### src/rtl/ram_seq_master_pkg.sv
// Shared definitions for the sequence-recording RAM master:
// default geometry, address/length widths, FSM state codes and a
// small length/index increment helper.
package ram_seq_master_pkg;

    localparam int DEPTH_DEF = 16;
    localparam int WIDTH_DEF = 4;
    localparam int ADDR_W    = 4;
    localparam int LEN_W     = 5;

    localparam logic [2:0] ST_IDLE   = 3'd0;
    localparam logic [2:0] ST_WRITE  = 3'd1;
    localparam logic [2:0] ST_FETCH  = 3'd2;
    localparam logic [2:0] ST_WAIT_Q = 3'd3;
    localparam logic [2:0] ST_CMP    = 3'd4;

    // Lengths and indices are kept one bit wider than the RAM address so
    // that a full sequence of 16 entries is representable and never wraps.
    function automatic logic [LEN_W-1:0] len_inc(input logic [LEN_W-1:0] v);
        return v + 5'd1;
    endfunction

endpackage

### src/rtl/ram_seq_master.sv
// Records a sequence of entries into an external synchronous RAM and later
// compares a stream of player entries against that stored sequence, raising
// hit / miss / done pulses. All outputs come straight from registers.
module ram_seq_master
    import ram_seq_master_pkg::*;
#(
    parameter int DEPTH = DEPTH_DEF,
    parameter int WIDTH = WIDTH_DEF
) (
    input  logic              clk,
    input  logic              reset_n,
    input  logic              append,
    input  logic [WIDTH-1:0]  data_in,
    input  logic              clear,
    input  logic              start_cmp,
    input  logic              play_valid,
    input  logic [WIDTH-1:0]  play_data,
    output logic              ram_we,
    output logic [ADDR_W-1:0] ram_addr,
    output logic [WIDTH-1:0]  ram_data,
    input  logic [WIDTH-1:0]  ram_q,
    output logic [LEN_W-1:0]  length,
    output logic              full,
    output logic              busy,
    output logic              hit,
    output logic              miss,
    output logic              done
);

    logic [2:0]        state_r,    state_s;
    logic [LEN_W-1:0]  length_r,   length_s;
    logic [LEN_W-1:0]  index_r,    index_s;
    logic              ram_we_r,   ram_we_s;
    logic [ADDR_W-1:0] ram_addr_r, ram_addr_s;
    logic [WIDTH-1:0]  ram_data_r, ram_data_s;
    logic              hit_r,      hit_s;
    logic              miss_r,     miss_s;
    logic              done_r,     done_s;
    logic              full_s;
    logic              last_s;
    logic [LEN_W-1:0]  idx_inc_s;

    assign full_s    = (length_r == LEN_W'(DEPTH));
    assign idx_inc_s = len_inc(index_r);
    // Only meaningful in CMP, where length is always at least 1.
    assign last_s    = (index_r == (length_r - 5'd1));

    assign ram_we   = ram_we_r;
    assign ram_addr = ram_addr_r;
    assign ram_data = ram_data_r;
    assign length   = length_r;
    assign full     = full_s;
    assign busy     = (state_r != ST_IDLE);
    assign hit      = hit_r;
    assign miss     = miss_r;
    assign done     = done_r;

    // Next-state and next-output decode for the sequencer FSM.
    always_comb begin
        state_s    = state_r;
        length_s   = length_r;
        index_s    = index_r;
        ram_we_s   = 1'b0;
        ram_addr_s = ram_addr_r;
        ram_data_s = ram_data_r;
        hit_s      = 1'b0;
        miss_s     = 1'b0;
        done_s     = 1'b0;
        case (state_r)
            ST_IDLE: begin
                if (clear) begin
                    length_s = 5'd0;
                end else if (start_cmp) begin
                    if (length_r == 5'd0) begin
                        // An empty sequence is trivially matched.
                        done_s = 1'b1;
                    end else begin
                        index_s    = 5'd0;
                        ram_addr_s = 4'd0;
                        state_s    = ST_FETCH;
                    end
                end else if (append && !full_s) begin
                    ram_we_s   = 1'b1;
                    ram_addr_s = length_r[ADDR_W-1:0];
                    ram_data_s = data_in;
                    state_s    = ST_WRITE;
                end else begin
                    state_s = ST_IDLE;
                end
            end
            ST_WRITE: begin
                length_s = len_inc(length_r);
                state_s  = ST_IDLE;
            end
            ST_FETCH: begin
                state_s = ST_WAIT_Q;
            end
            ST_WAIT_Q: begin
                state_s = ST_CMP;
            end
            ST_CMP: begin
                if (play_valid) begin
                    if (play_data == ram_q) begin
                        hit_s = 1'b1;
                        if (last_s) begin
                            done_s  = 1'b1;
                            state_s = ST_IDLE;
                        end else begin
                            index_s    = idx_inc_s;
                            ram_addr_s = idx_inc_s[ADDR_W-1:0];
                            state_s    = ST_FETCH;
                        end
                    end else begin
                        miss_s  = 1'b1;
                        state_s = ST_IDLE;
                    end
                end else begin
                    state_s = ST_CMP;
                end
            end
            default: begin
                state_s = ST_IDLE;
            end
        endcase
    end

    // State and output registers with synchronous active-low reset.
    always_ff @(posedge clk) begin
        if (!reset_n) begin
            state_r    <= ST_IDLE;
            length_r   <= 5'd0;
            index_r    <= 5'd0;
            ram_we_r   <= 1'b0;
            ram_addr_r <= 4'd0;
            ram_data_r <= {WIDTH{1'b0}};
            hit_r      <= 1'b0;
            miss_r     <= 1'b0;
            done_r     <= 1'b0;
        end else begin
            state_r    <= state_s;
            length_r   <= length_s;
            index_r    <= index_s;
            ram_we_r   <= ram_we_s;
            ram_addr_r <= ram_addr_s;
            ram_data_r <= ram_data_s;
            hit_r      <= hit_s;
            miss_r     <= miss_s;
            done_r     <= done_s;
        end
    end

endmodule

### config.mk
export PLATFORM = sky130hd
export DESIGN_NAME = ram_seq_master
export DESIGN_NICKNAME = d
export VERILOG_FILES = /design/src/rtl/ram_seq_master_pkg.sv /design/src/rtl/ram_seq_master.sv
export SDC_FILE = /design/constraint.sdc
export NUM_CORES = 1
export LEC_CHECK = 0
export ABC_AREA = 1
export BUFFER_PORTS_ARGS = -buffer_cell sky130_fd_sc_hd__buf_4
export CAP_MARGIN = 20
export CELL_PAD_IN_SITES_DETAIL_PLACEMENT = 2
export CELL_PAD_IN_SITES_GLOBAL_PLACEMENT = 2
export CORE_AREA = 4 4 60 103
export CTS_BUF_LIST = sky130_fd_sc_hd__clkbuf_8
export DETAILED_ROUTE_END_ITERATION = 8
export DIE_AREA = 0 0 64 107
export PLACE_DENSITY_LB_ADDON = 0.1
export SYNTH_ARGS = -nofsm -noshare
export SYNTH_HDL_FRONTEND = slang
export SYNTH_SLANG_ARGS = --single-unit
### constraint.sdc
create_clock -name clk -period 2 [get_ports clk]
set_input_delay 0.2 -clock clk [delete_from_list [all_inputs] [get_ports clk]]
set_output_delay 0.2 -clock clk [all_outputs]
set_load 0.05 [all_outputs]
# ---- Word-level counts from Yosys, hierarchy flattened
# Cells that the tools add are included.
dict set report totals {
  reg_bits 25
  latchBits 0
  ramBits 0
  romBits 0
  output_inout_bits 19
  elab_cells 81
  n_memories 0
}
dict set report classes {
  add_sub_neg 3
  mul 0
  div_mod_pow 0
  order_cmp 0
  eq_ne 16
  n_shift 0
  mux 35
  n_bitwise 4
  reduce_logical 14
}
# operator count
set op_table {}
lappend op_table {{$mux W5} 7}
lappend op_table {{$mux W4} 7}
lappend op_table {{$pmux W5 S2} 2}
lappend op_table {{$mux W3} 5}
lappend op_table {{$ne A2 B2 Y1 const B} 7}
lappend op_table {{$reduce_and A7 Y1} 2}
lappend op_table {{$pmux W3 S4} 1}
lappend op_table {{$add A5 B1 Y5 const B} 2}
lappend op_table {{$mux W1} 10}
lappend op_table {{$pmux W4 S2} 1}
lappend op_table {{$eq A3 B2 Y1 const B} 2}
lappend op_table {{$ne A3 B3 Y1 const B} 2}
lappend op_table {{$eq A5 B5 Y1} 1}
lappend op_table {{$eq A5 B5 Y1 const B} 1}
lappend op_table {{$logic_not A5 Y1} 1}
lappend op_table {{$sub A5 B1 Y5 const B} 1}
lappend op_table {{$eq A4 B4 Y1} 1}
lappend op_table {{$not A1 Y1} 4}
lappend op_table {{$reduce_and A2 Y1} 2}
lappend op_table {{$reduce_and A4 Y1} 1}
lappend op_table {{$reduce_bool A2 Y1} 2}
lappend op_table {{$reduce_or A4 Y1} 1}
lappend op_table {{$eq A3 B1 Y1 const B} 1}
lappend op_table {{$eq A3 B3 Y1 const B} 1}
lappend op_table {{7 further kinds} 7}

# ---- Longest topological paths before layout
# Gate-level depths: netlist of the first run.
dict set report depth {
  ltp_word 7
  mapped_depth 13
  ltp_nobuf 13
}

# ---- Worst setup path after synthesis of the first run
# OpenSTA, ideal clock, no wires.
dict set report synth_path {
  kind {register to register}
  from {reg length_r[0], in the netlist length[0]}
  to {reg index_r[2]}
  setup_ns 0.113
  t_arrival_ns 2.047
  t_required_ns 1.887
  setup_slack_ns -0.161
  stages_incl_launch_ff 13
  path_cell_list {dfxtp_1 -> inv_1 -> ha_1 -> inv_1 -> nand2_1 -> nand3_1 -> nand3_1 -> nor2_4 -> nand3_4 -> nand3_4 -> nand2_1 -> nand2_1 -> nor2_1}
}
dict set report synth_between {
  elab_chain_cells 4
}
# element line
set synth_rtl {}
lappend synth_rtl {{start, declared} ram_seq_master.sv:31} ;# logic [LEN_W-1:0] length_r, length_s;
lappend synth_rtl {{start signal, assigned} ram_seq_master.sv:141} ;# length_r <= length_s;
lappend synth_rtl {{$sub A5 B1 Y5} ram_seq_master.sv:46} ;# assign last_s = (index_r == (length_r - 5'd1));
lappend synth_rtl {{$eq A5 B5 Y1} ram_seq_master.sv:46}
lappend synth_rtl {{$ne A2 B2 Y1 (no line)} n/a}
lappend synth_rtl {{$reduce_and A7 Y1 (no line) (*)} n/a}
lappend synth_rtl {{end signal, assigned} ram_seq_master.sv:142} ;# index_r <= index_s;
lappend synth_rtl {{end, declared} ram_seq_master.sv:32} ;# logic [LEN_W-1:0] index_r, index_s;
# Mark *: on every way between the ends. The rest lies on a longest branch, timed or not.
# A chain may end at the register's enable or synchronous reset.

# ---- Worst setup path in the final report of the first run
# Same ends and word-level chain as after synthesis.

==> impl_metrics.toml, run 1 <==
[yosys]
netlist-cell-type-count = 30
syn_nets = 237
ys_seq_area_frac = 0.318
syn_area_um2 = 1570
ys_seq_elements = 25
synth.avg_cell_area_um2 = 7.28
synth_top_area_frac = 0.318
syn_inst = 216
synthTopCellsByArea = "dfxtp_1 32%, nand2_1 9.3%, inv_1 6.0%"
yosysWarnings = 0
yosysTopAreaCell = "dfxtp_1"

[clock_tree]
path_clk_slew_ns = 0.10
clock-root-buffer = "clkbuf_8"
clock_latency_ns = 0.28
clockBufferDepth = 2
cts_buffers = 3
clock_sinks = 25
hold_buffers = 0
cts_tree = "done"
cts_htree_levels = 1

[cells_and_area]
drive_gt1_frac = 0.345
fin_cells = 329
final_common_cell = "nand2_1"
nets = 277
num_antenna_cells = 0
fillers = 667
syn2layout_area_growth_pct = 26.4
post-route-util = 0.375
most-common-layout-cells = "39 x nand2_1, 37 x buf_4, 25 x inv_1"
fin_area_um2 = 1990

[die]
io_pins = 37
num_rows = 35
die_w_um = 64
initial_core_util = 0.297
core_um2 = 5300
chipHeight_um = 107
die_area_um2 = 6850

[pwr]
peakVddDrop_mv = 0.261
leakage_nw = 0.890
p_per_area_nw_per_um2 = 533

[placed_design]
dp.cells = 325
dp_slack_ns = 0.0909
dpl.hpwl_um = 3970
port_buffers = 36
gp_congestion = 0.785
dpl_cell_area_um2 = 1930

[global_routing]
grt_pass1_wl_um = 8290
antenna_found_initial = 0
grt_pass1_vias = 1721
grt_usage = 0.154
grt_max_degree = 16
grt_overflow = 0

[critical_path]
rr_worst_depth = 10
r2r_end = "index_r[2]$_SDFFE_PN0P_"
end_kind = "register"
arrival_ns = 2.01
cpPeakStageDelay_ns = 0.40
cp_max_fo = 8
rrSetupSlack_ns = 0.18
critPathTopFamily = "simple AND/OR/NAND/NOR gates"
cpMaxStageDelayCell = "dfxtp_2"
r2r_start = "length[0]$_SDFFE_PN0P_"
cp_cell_sequence = "inv_1 -> ha_2 -> xor2_1 -> nand3_1 -> nor2_4 -> nand3_4 -> nand3_4 -> nand2_1 -> nand2_1 -> nor2_1"
criticalPathCategory = "register to register"
start_kind = "register"
critPathBufInv = 1
worst_ep_required_time_ns = 2.19

[timing]
fin_setup_tns_ns = 0
worst_slack_ns = 0.180
final_hold_viol_count = 0
relSlewSlack = 0.580
fmax_ghz = 0.550
period_share = 0.910
worst_pin_slew_ns = 0.630
fin_worst_skew_ns = 0.00676
rsz0062_at_grt = "no"
layout_min_cycle_time_ns = 1.82
setup_viol = 0
maxSlewViolCount = 0

[drt]
drc = 0
wl_per_cell_um = 14.7
vias = 1584
viasPerCell = 4.81
drt_iter0_drc = 56
routed_wl_um = 4830
ant_nets = 0
drt_pass1_iterations = 3

[flow_run]
cap_viol_max_count = 0

[hold_path]
min_path_type = "input pin to register"
min_to = "ram_data[2]$_SDFFE_PN0P_"
min_from = "data_in[2]"
holdPathStages = 3

[outcome]
status = "complete, no violations"
## repair_timing
| action | CTS | global route |
|---|---|---|
| endpoints found under the hold margin | 0 | 0 |
| setup endpoints to repair | 0 | 12 |
| resized for setup | 0 | 2 |
| buffers inserted | 0 | 0 |
## synth_stat cells
| library cell | count |
|---|---|
| a21oi_1 | 11 |
| a21oi_2 | 5 |
| a221oi_1 | 1 |
| a31o_2 | 1 |
| and3_1 | 1 |
| buf_1 | 1 |
| buf_6 | 1 |
| clkinv_1 | 1 |
| dfxtp_1 | 25 |
| ha_1 | 3 |
| inv_1 | 25 |
| inv_2 | 5 |
| inv_6 | 1 |
| nand2_1 | 39 |
| nand2_2 | 11 |
| nand2_4 | 3 |
| nand3_1 | 13 |
| nand3_2 | 4 |
| nand3_4 | 3 |
| nand4_1 | 6 |
| nor2_1 | 20 |
| nor2_2 | 5 |
| nor2_4 | 4 |
| nor3_1 | 6 |
| nor3b_1 | 1 |
| o21ai_0 | 8 |
| o22ai_1 | 1 |
| o31ai_1 | 2 |
| or2_2 | 1 |
| xor2_1 | 8 |
## how the worst max path moves through the flow
stage	startpoint	to	slack (ns)	cells past startpoint
final	length[0]$_SDFFE_PN0P_	index_r[2]$_SDFFE_PN0P_	0.18	10
after global placement	length[0]$_SDFFE_PN0P_	ram_data[1]$_SDFFE_PN0P_	0.1	8
after CTS	length[0]$_SDFFE_PN0P_	ram_data[0]$_SDFFE_PN0P_	0.08	8
after global routing	length[0]$_SDFFE_PN0P_	index_r[2]$_SDFFE_PN0P_	0.02	10
after floorplan	length[0]$_SDFFE_PN0P_	index_r[2]$_SDFFE_PN0P_	0.08	12
after detailed placement	length[0]$_SDFFE_PN0P_	ram_data[0]$_SDFFE_PN0P_	0.09	8
## worst reg2reg max path: cells and delay by family, from the launching register on
family,cells,cell delay [ns]
and+or+nand+nor,7,0.75
DFF,1,0.40
adders and majority gates,1,0.35
xor gates and xnor gates,1,0.14
buffers and inverters,1,0.10
## per-layer routing
layer	vias to the layer above	share of wire	global-route usage
met3	5	0.031	0.0157
li1	772	-	-
met1	775	0.39	0.172
met5	-	0	0
met4	0	0.012	0.0417
met2	32	0.57	0.298
## registers in the layout, indices dropped and copies added, names as in the netlist
| register | cells |
|---|---|
| index_r | 5 |
| length | 5 |
| ram_addr | 4 |
| ram_data | 4 |
| state_r | 3 |
| done | 1 |
| hit | 1 |
| miss | 1 |
| ram_we | 1 |
## area by class of cell
type | count | area (um2) | share of cell area
clock buffer | 3 | 41.3 | 0.0208
clock inverter | 1 | 7.51 | 0.00378
inverter | 32 | 125 | 0.0630
multi-input combinational | 157 | 938 | 0.473
sequential | 25 | 503 | 0.253
tap | 74 | 92.6 | 0.0466
timing repair buffer | 37 | 278 | 0.140
## cell families after synthesis
logic type / Yosys count / share of synthesized area
xor+xnor: 8 / 0.0446
fa+ha+maj: 3 / 0.0239
buf+inv: 34 / 0.0892
flops: 25 / 0.318
simple gates: 117 / 0.411
compound gates: 29 / 0.113
## metrics by stage
stage	total power, mW	hold slack, ns
floorplan	0.675	0.393
global placement	0.747	0.438
detailed placement	0.750	0.444
CTS	1.09	0.198
global route	1.12	0.227
finish	1.06	0.203
## power by group
group | leakage [nW] | switching, mW | internal (mW)
Sequential | 0.203 | 0.0102 | 0.510
Clock | 0.0217 | 0.181 | 0.142
Combinational | 0.665 | 0.138 | 0.0772
No activity file was read; power rests on OpenSTA's default activity.
==> inputs of run 2 (changes only) <==
==> constraint.sdc (replaced) <==
create_clock -name clk -period 1.9 [get_ports clk]
set_input_delay 0.19 -clock clk [delete_from_list [all_inputs] [get_ports clk]]
set_output_delay 0.19 -clock clk [all_outputs]
set_load 0.05 [all_outputs]
==> run 2 against run 1 <==
Clock skew decreased by 0.0030 ns. Non-clock buffer count increased by 1. Final cell count increased by 0.30%. Routed wire length increased by 3.6%. Worst setup slack improved by 0.0020 ns. Flip-flop and latch count unchanged. Combinational power increased by 7%. Sequential power increased by 5.2%. Design area increased by 0.63%. Hold slack got worse by 0.023 ns.
==> impl_metrics.toml, run 2 (synthesized netlist as in run 1, its figures left out) <==
[outcome]
status = "complete, no violations"

[timing]
relSlewSlack = 0.581
maxSlewViolCount = 0
period_share = 0.904
fmax_ghz = 0.582
rsz0062_at_grt = "no"
fin_setup_tns_ns = 0
worst_pin_slew_ns = 0.627
setup_viol = 0
final_hold_viol_count = 0
fin_worst_skew_ns = 0.00374
worst_slack_ns = 0.182
holdWs_ns = 0.180
layout_min_cycle_time_ns = 1.72

[global_routing]
grt_pass1_vias = 1743
grt_usage = 0.158
antenna_found_initial = 0
grt_overflow = 0
grt_pass1_wl_um = 8340
grt_max_degree = 16

[critical_path]
criticalPathCategory = "register to register"
worst_ep_required_time_ns = 2.08
r2r_end = "index_r[2]$_SDFFE_PN0P_"
endpoint = "index_r[2]$_SDFFE_PN0P_"
cp-startpoint = "length[1]$_SDFFE_PN0P_"
cp_max_fo = 8
rr_worst_depth = 10
rrSetupSlack_ns = 0.18
start_kind = "register"
r2r_start = "length[1]$_SDFFE_PN0P_"
arrival_ns = 1.90
end_kind = "register"

[cells_and_area]
fillers = 650
drive_gt1_frac = 0.352
fin_cells = 330
post-route-util = 0.377
fin_area_um2 = 2000
num_antenna_cells = 0
most-common-layout-cells = "39 x nand2_1, 38 x buf_4, 23 x inv_1, 23 x dfxtp_1, 20 x nor2_1"
final_common_cell = "nand2_1"
nets = 278
syn2layout_area_growth_pct = 27.1

[pwr]
peakVddDrop_mv = 0.237
leakage_nw = 0.902
p_per_area_nw_per_um2 = 558
finalPower_mw = 1.12

[placed_design]
gp_congestion = 0.799
dpl.hpwl_um = 4140
dpl_cell_area_um2 = 1940
dp_slack_ns = 0.0373
port_buffers = 36
dp.cells = 326

[clock_tree]
path_clk_slew_ns = 0.10
clock_latency_ns = 0.28
cts_htree_levels = 1
cts_setup_buffers = 0
clock_sinks = 25
clockBufferDepth = 2
cts_buffers = 3
cts_tree = "done"
clock-root-buffer = "clkbuf_8"

[die]
io_pins = 37
chipHeight_um = 107
core_um2 = 5300
die_w_um = 64
initial_core_util = 0.297
num_rows = 35
die_area_um2 = 6850

[drt]
drt_iter0_drc = 26
ant_nets = 0
viasPerCell = 4.73
vias = 1560
drt_pass1_iterations = 3
routed_wl_um = 5000
drc = 0
wl_per_cell_um = 15.2

[hold_path]
min_path_type = "input pin to register"

[flow_run]
cap_viol_max_count = 0
## run 2: final cells by class
| class | instances | area, um2 | share of cell area |
|---|---|---|---|
| tap | 74 | 92.6 | 0.0463 |
| inverter | 32 | 125 | 0.0626 |
| clock buffer | 3 | 41.3 | 0.0207 |
| clock inverter | 1 | 5.00 | 0.00250 |
| multi-input combinational | 157 | 943 | 0.472 |
| timing repair buffer | 38 | 285 | 0.143 |
| sequential | 25 | 505 | 0.253 |
## run 2: worst min path at each step
stage	startpoint	endpoint	slack, ns	cells after the start
floorplan	data_in[0]	ram_data[0]$_SDFFE_PN0P_	0.38	2
global placement	ram_data[3]$_SDFFE_PN0P_	ram_data[3]$_SDFFE_PN0P_	0.44	2
detailed placement	ram_data[1]$_SDFFE_PN0P_	ram_data[1]$_SDFFE_PN0P_	0.44	2
CTS	data_in[3]	ram_data[3]$_SDFFE_PN0P_	0.18	3
global route	data_in[2]	ram_data[2]$_SDFFE_PN0P_	0.20	3
finish	data_in[3]	ram_data[3]$_SDFFE_PN0P_	0.18	3
## run 2: critical path, cell delays in order, from the launching register on
cell and delay (ns):
dfxtp_2 0.38, inv_2 0.08, ha_4 0.28, xor2_1 0.14, nand3_1 0.14, nor2_4 0.16, nand3_4 0.14, nand3_4 0.14
nand2_1 0.06, nand2_1 0.05, nor2_1 0.04
## run 2: power breakdown
part | total, mW | internal [mW] | switching (mW) | leakage (nW)
sequential | 0.548 | 0.536 | 0.0114 | 0.204
combinational | 0.229 | 0.0835 | 0.145 | 0.673
clock | 0.339 | 0.148 | 0.192 | 0.0255
total | 1.12 | 0.767 | 0.348 | 0.902
## run 2: repair_timing
item,in CTS,in global routing
endpoints found under the hold margin,0,0
hold buffers,0,0
gates resized for setup,0,4
setup endpoints to repair,0,11
## run 2: routing by layer
layer  track usage  routed length [um]  vias up
li1              -                   -      775
met1         0.159                1820      745
met2         0.316                2920       33
met3        0.0220                 157        7
met5             0                   0        -
met4        0.0587                 106        0
==> inputs of run 3 (changes only) <==
--- a/config.mk
+++ b/config.mk
@@ -7,13 +7,12 @@
 export LEC_CHECK = 0
 export ABC_AREA = 1
 export BUFFER_PORTS_ARGS = -buffer_cell sky130_fd_sc_hd__buf_4
-export CAP_MARGIN = 20
 export CELL_PAD_IN_SITES_DETAIL_PLACEMENT = 2
 export CELL_PAD_IN_SITES_GLOBAL_PLACEMENT = 2
-export CORE_AREA = 4 4 60 103
-export CTS_BUF_LIST = sky130_fd_sc_hd__clkbuf_8
+export CORE_AREA = 4 4 61 105
+export CTS_BUF_LIST = sky130_fd_sc_hd__clkbuf_4 sky130_fd_sc_hd__clkbuf_8 sky130_fd_sc_hd__clkbuf_16
 export DETAILED_ROUTE_END_ITERATION = 8
-export DIE_AREA = 0 0 64 107
+export DIE_AREA = 0 0 65 109
 export PLACE_DENSITY_LB_ADDON = 0.1
 export SYNTH_ARGS = -nofsm -noshare
 export SYNTH_HDL_FRONTEND = slang
==> run 3 against run 2 <==
Non-clock buffer count increased by 5. Worst setup slack got worse by 0.042 ns. Sequential share of layout area decreased by 0.39 points. Utilization decreased by 1.1 points. Maximum frequency decreased by 2.4%. Routed wire length decreased by 2.1%. Final cell count increased by 2.1%. Design area increased by 1.6%. Register-to-register slack got worse by 0.04 ns. Largest cell class unchanged.
==> impl_metrics.toml, run 3 (synthesized netlist as in run 1, its figures left out) <==
[flow_run]
cap_viol_max_count = 0

[critical_path]
cp_cell_sequence = "inv_1 -> ha_2 -> inv_1 -> nand2_1 -> nand2_1 -> nand2_1 -> nand3_2 -> nor2_4 -> nand3_4 -> nand3_4 -> nand2_2 -> nand2_1 -> nor2_1"
critPathTopFamily = "simple AND/OR/NAND/NOR gates"
rr_worst_depth = 13
crit_cells = 13
cpPeakStageDelay_ns = 0.35
cpMaxStageDelayCell = "dfxtp_4"
path_common_cell = "nand2_1"
start_kind = "register"
criticalPathCategory = "register to register"
worst_ep_required_time_ns = 2.08
cp_max_fo = 8
end_kind = "register"
arrival_ns = 1.94
critPathBufInv = 2

[timing]
final_hold_viol_count = 0
worst_pin_slew_ns = 0.624
maxSlewViolCount = 0
worst_slack_ns = 0.140
fin_worst_skew_ns = 0.00361
layout_min_cycle_time_ns = 1.76
relSlewSlack = 0.583
rsz0062_at_grt = "no"
setup_viol = 0
fin_setup_tns_ns = 0
fmax_ghz = 0.568
period_share = 0.926

[pwr]
p_per_area_nw_per_um2 = 555
leakage_nw = 0.925
finalPower_mw = 1.13
peakVddDrop_mv = 0.281

[cells_and_area]
final_common_cell = "buf_4"
fin_cells = 337
fillers = 686
multi_input_area_um2 = 933
drive_gt1_frac = 0.356
num_antenna_cells = 0
seqCellArea_um2 = 505
most-common-layout-cells = "43 x buf_4, 39 x nand2_1, 25 x inv_1"
syn2layout_area_growth_pct = 29.1
nets = 283
post-route-util = 0.366

[clock_tree]
clock-root-buffer = "clkbuf_8"
clock_latency_ns = 0.28
clockBufferDepth = 2
clock_sinks = 25
cts_tree = "done"
path_clk_slew_ns = 0.10
cts_htree_levels = 1
cts_setup_buffers = 0
cts_buffers = 3

[die]
chipHeight_um = 109
io_pins = 37
die_w_um = 65
initial_core_util = 0.284
die_area_um2 = 7090
core_um2 = 5540
num_rows = 36

[drt]
ant_nets = 0
drt_pass1_iterations = 3
drc = 0
viasPerCell = 4.64
wl_per_cell_um = 14.5
vias = 1563
drt_iter0_drc = 39
routed_wl_um = 4900

[global_routing]
grt_max_degree = 16
grt_pass1_vias = 1688
antenna_found_initial = 0
grt_overflow = 0
grt_usage = 0.151
grt_pass1_wl_um = 8280

[placed_design]
port_buffers = 36
dp.cells = 333
dp_slack_ns = 0.0745
dpl.hpwl_um = 4110
gp_congestion = 0.746

[hold_path]
min_path_type = "input pin to register"
holdPathStages = 3

[outcome]
status = "complete, no violations"
==> run 3: cell types whose count changed in the layout (fill, tap and decap cells not counted) <==
cell	before	now
ha_4	1	0
inv_1	23	25
ha_2	0	1
buf_4	38	43
inv_4	0	1
inv_2	7	5
clkinv_2	1	0
==> run 3: worst register-to-register path, cell delays in order (launching register included) <==
cell,delay [ns]
dfxtp_4,0.35
inv_1,0.11
ha_2,0.27
inv_1,0.06
nand2_1,0.08
nand2_1,0.06
nand2_1,0.07
nand3_2,0.09
nor2_4,0.11
nand3_4,0.15
nand3_4,0.15
nand2_2,0.06
nand2_1,0.06
nor2_1,0.04
==> run 3: final timing paths <==
check        slack (ns)                     start                        to
max reg2reg        0.14    length[0]$_SDFFE_PN0P_   index_r[0]$_SDFFE_PN0P_
min                0.19                data_in[1]  ram_data[1]$_SDFFE_PN0P_
min reg2reg        0.45  ram_data[1]$_SDFFE_PN0P_  ram_data[1]$_SDFFE_PN0P_
max                0.14    length[0]$_SDFFE_PN0P_   index_r[0]$_SDFFE_PN0P_
==> run 3: per-layer routing <==
metal	GRT usage	routed length [um]	vias up
met5	0	0	-
met2	0.301	2810	27
met3	0.0196	138	8
met4	0.0378	86	0
met1	0.162	1860	746
li1	-	-	782
==> run 3: stage by stage <==
| stage | hold WS (ns) | instance area [um2] |
|---|---|---|
| floorplan | 0.383 | 1580 |
| global placement | 0.437 | 1980 |
| detailed placement | 0.443 | 1980 |
| CTS | 0.185 | 2030 |
| global route | 0.198 | 2030 |
| finish | 0.187 | 2030 |
==> run 3: cell type report <==
class | count | share of cell area
Clock buffer | 3 | 0.0203
Inverter | 32 | 0.0617
Timing Repair Buffer | 43 | 0.159
Multi-Input combinational cell | 157 | 0.460
Sequential cell | 25 | 0.249
Tap cell | 76 | 0.0469
Clock inverter | 1 | 0.00308
==> run 3: report_power, final <==
part	total (mW)	switching, mW	leakage (nW)	internal [mW]
logic	0.233	0.147	0.695	0.0857
clock network	0.347	0.197	0.0260	0.150
registers	0.546	0.00960	0.204	0.536
total	1.13	0.353	0.925	0.772
==> run 3: repair_timing <==
| action | 4_1_cts | 5_1_grt |
|---|---|---|
| hold buffers | 0 | 0 |
| endpoints found under the setup margin | 0 | 10 |
| gates resized for setup | 0 | 1 |
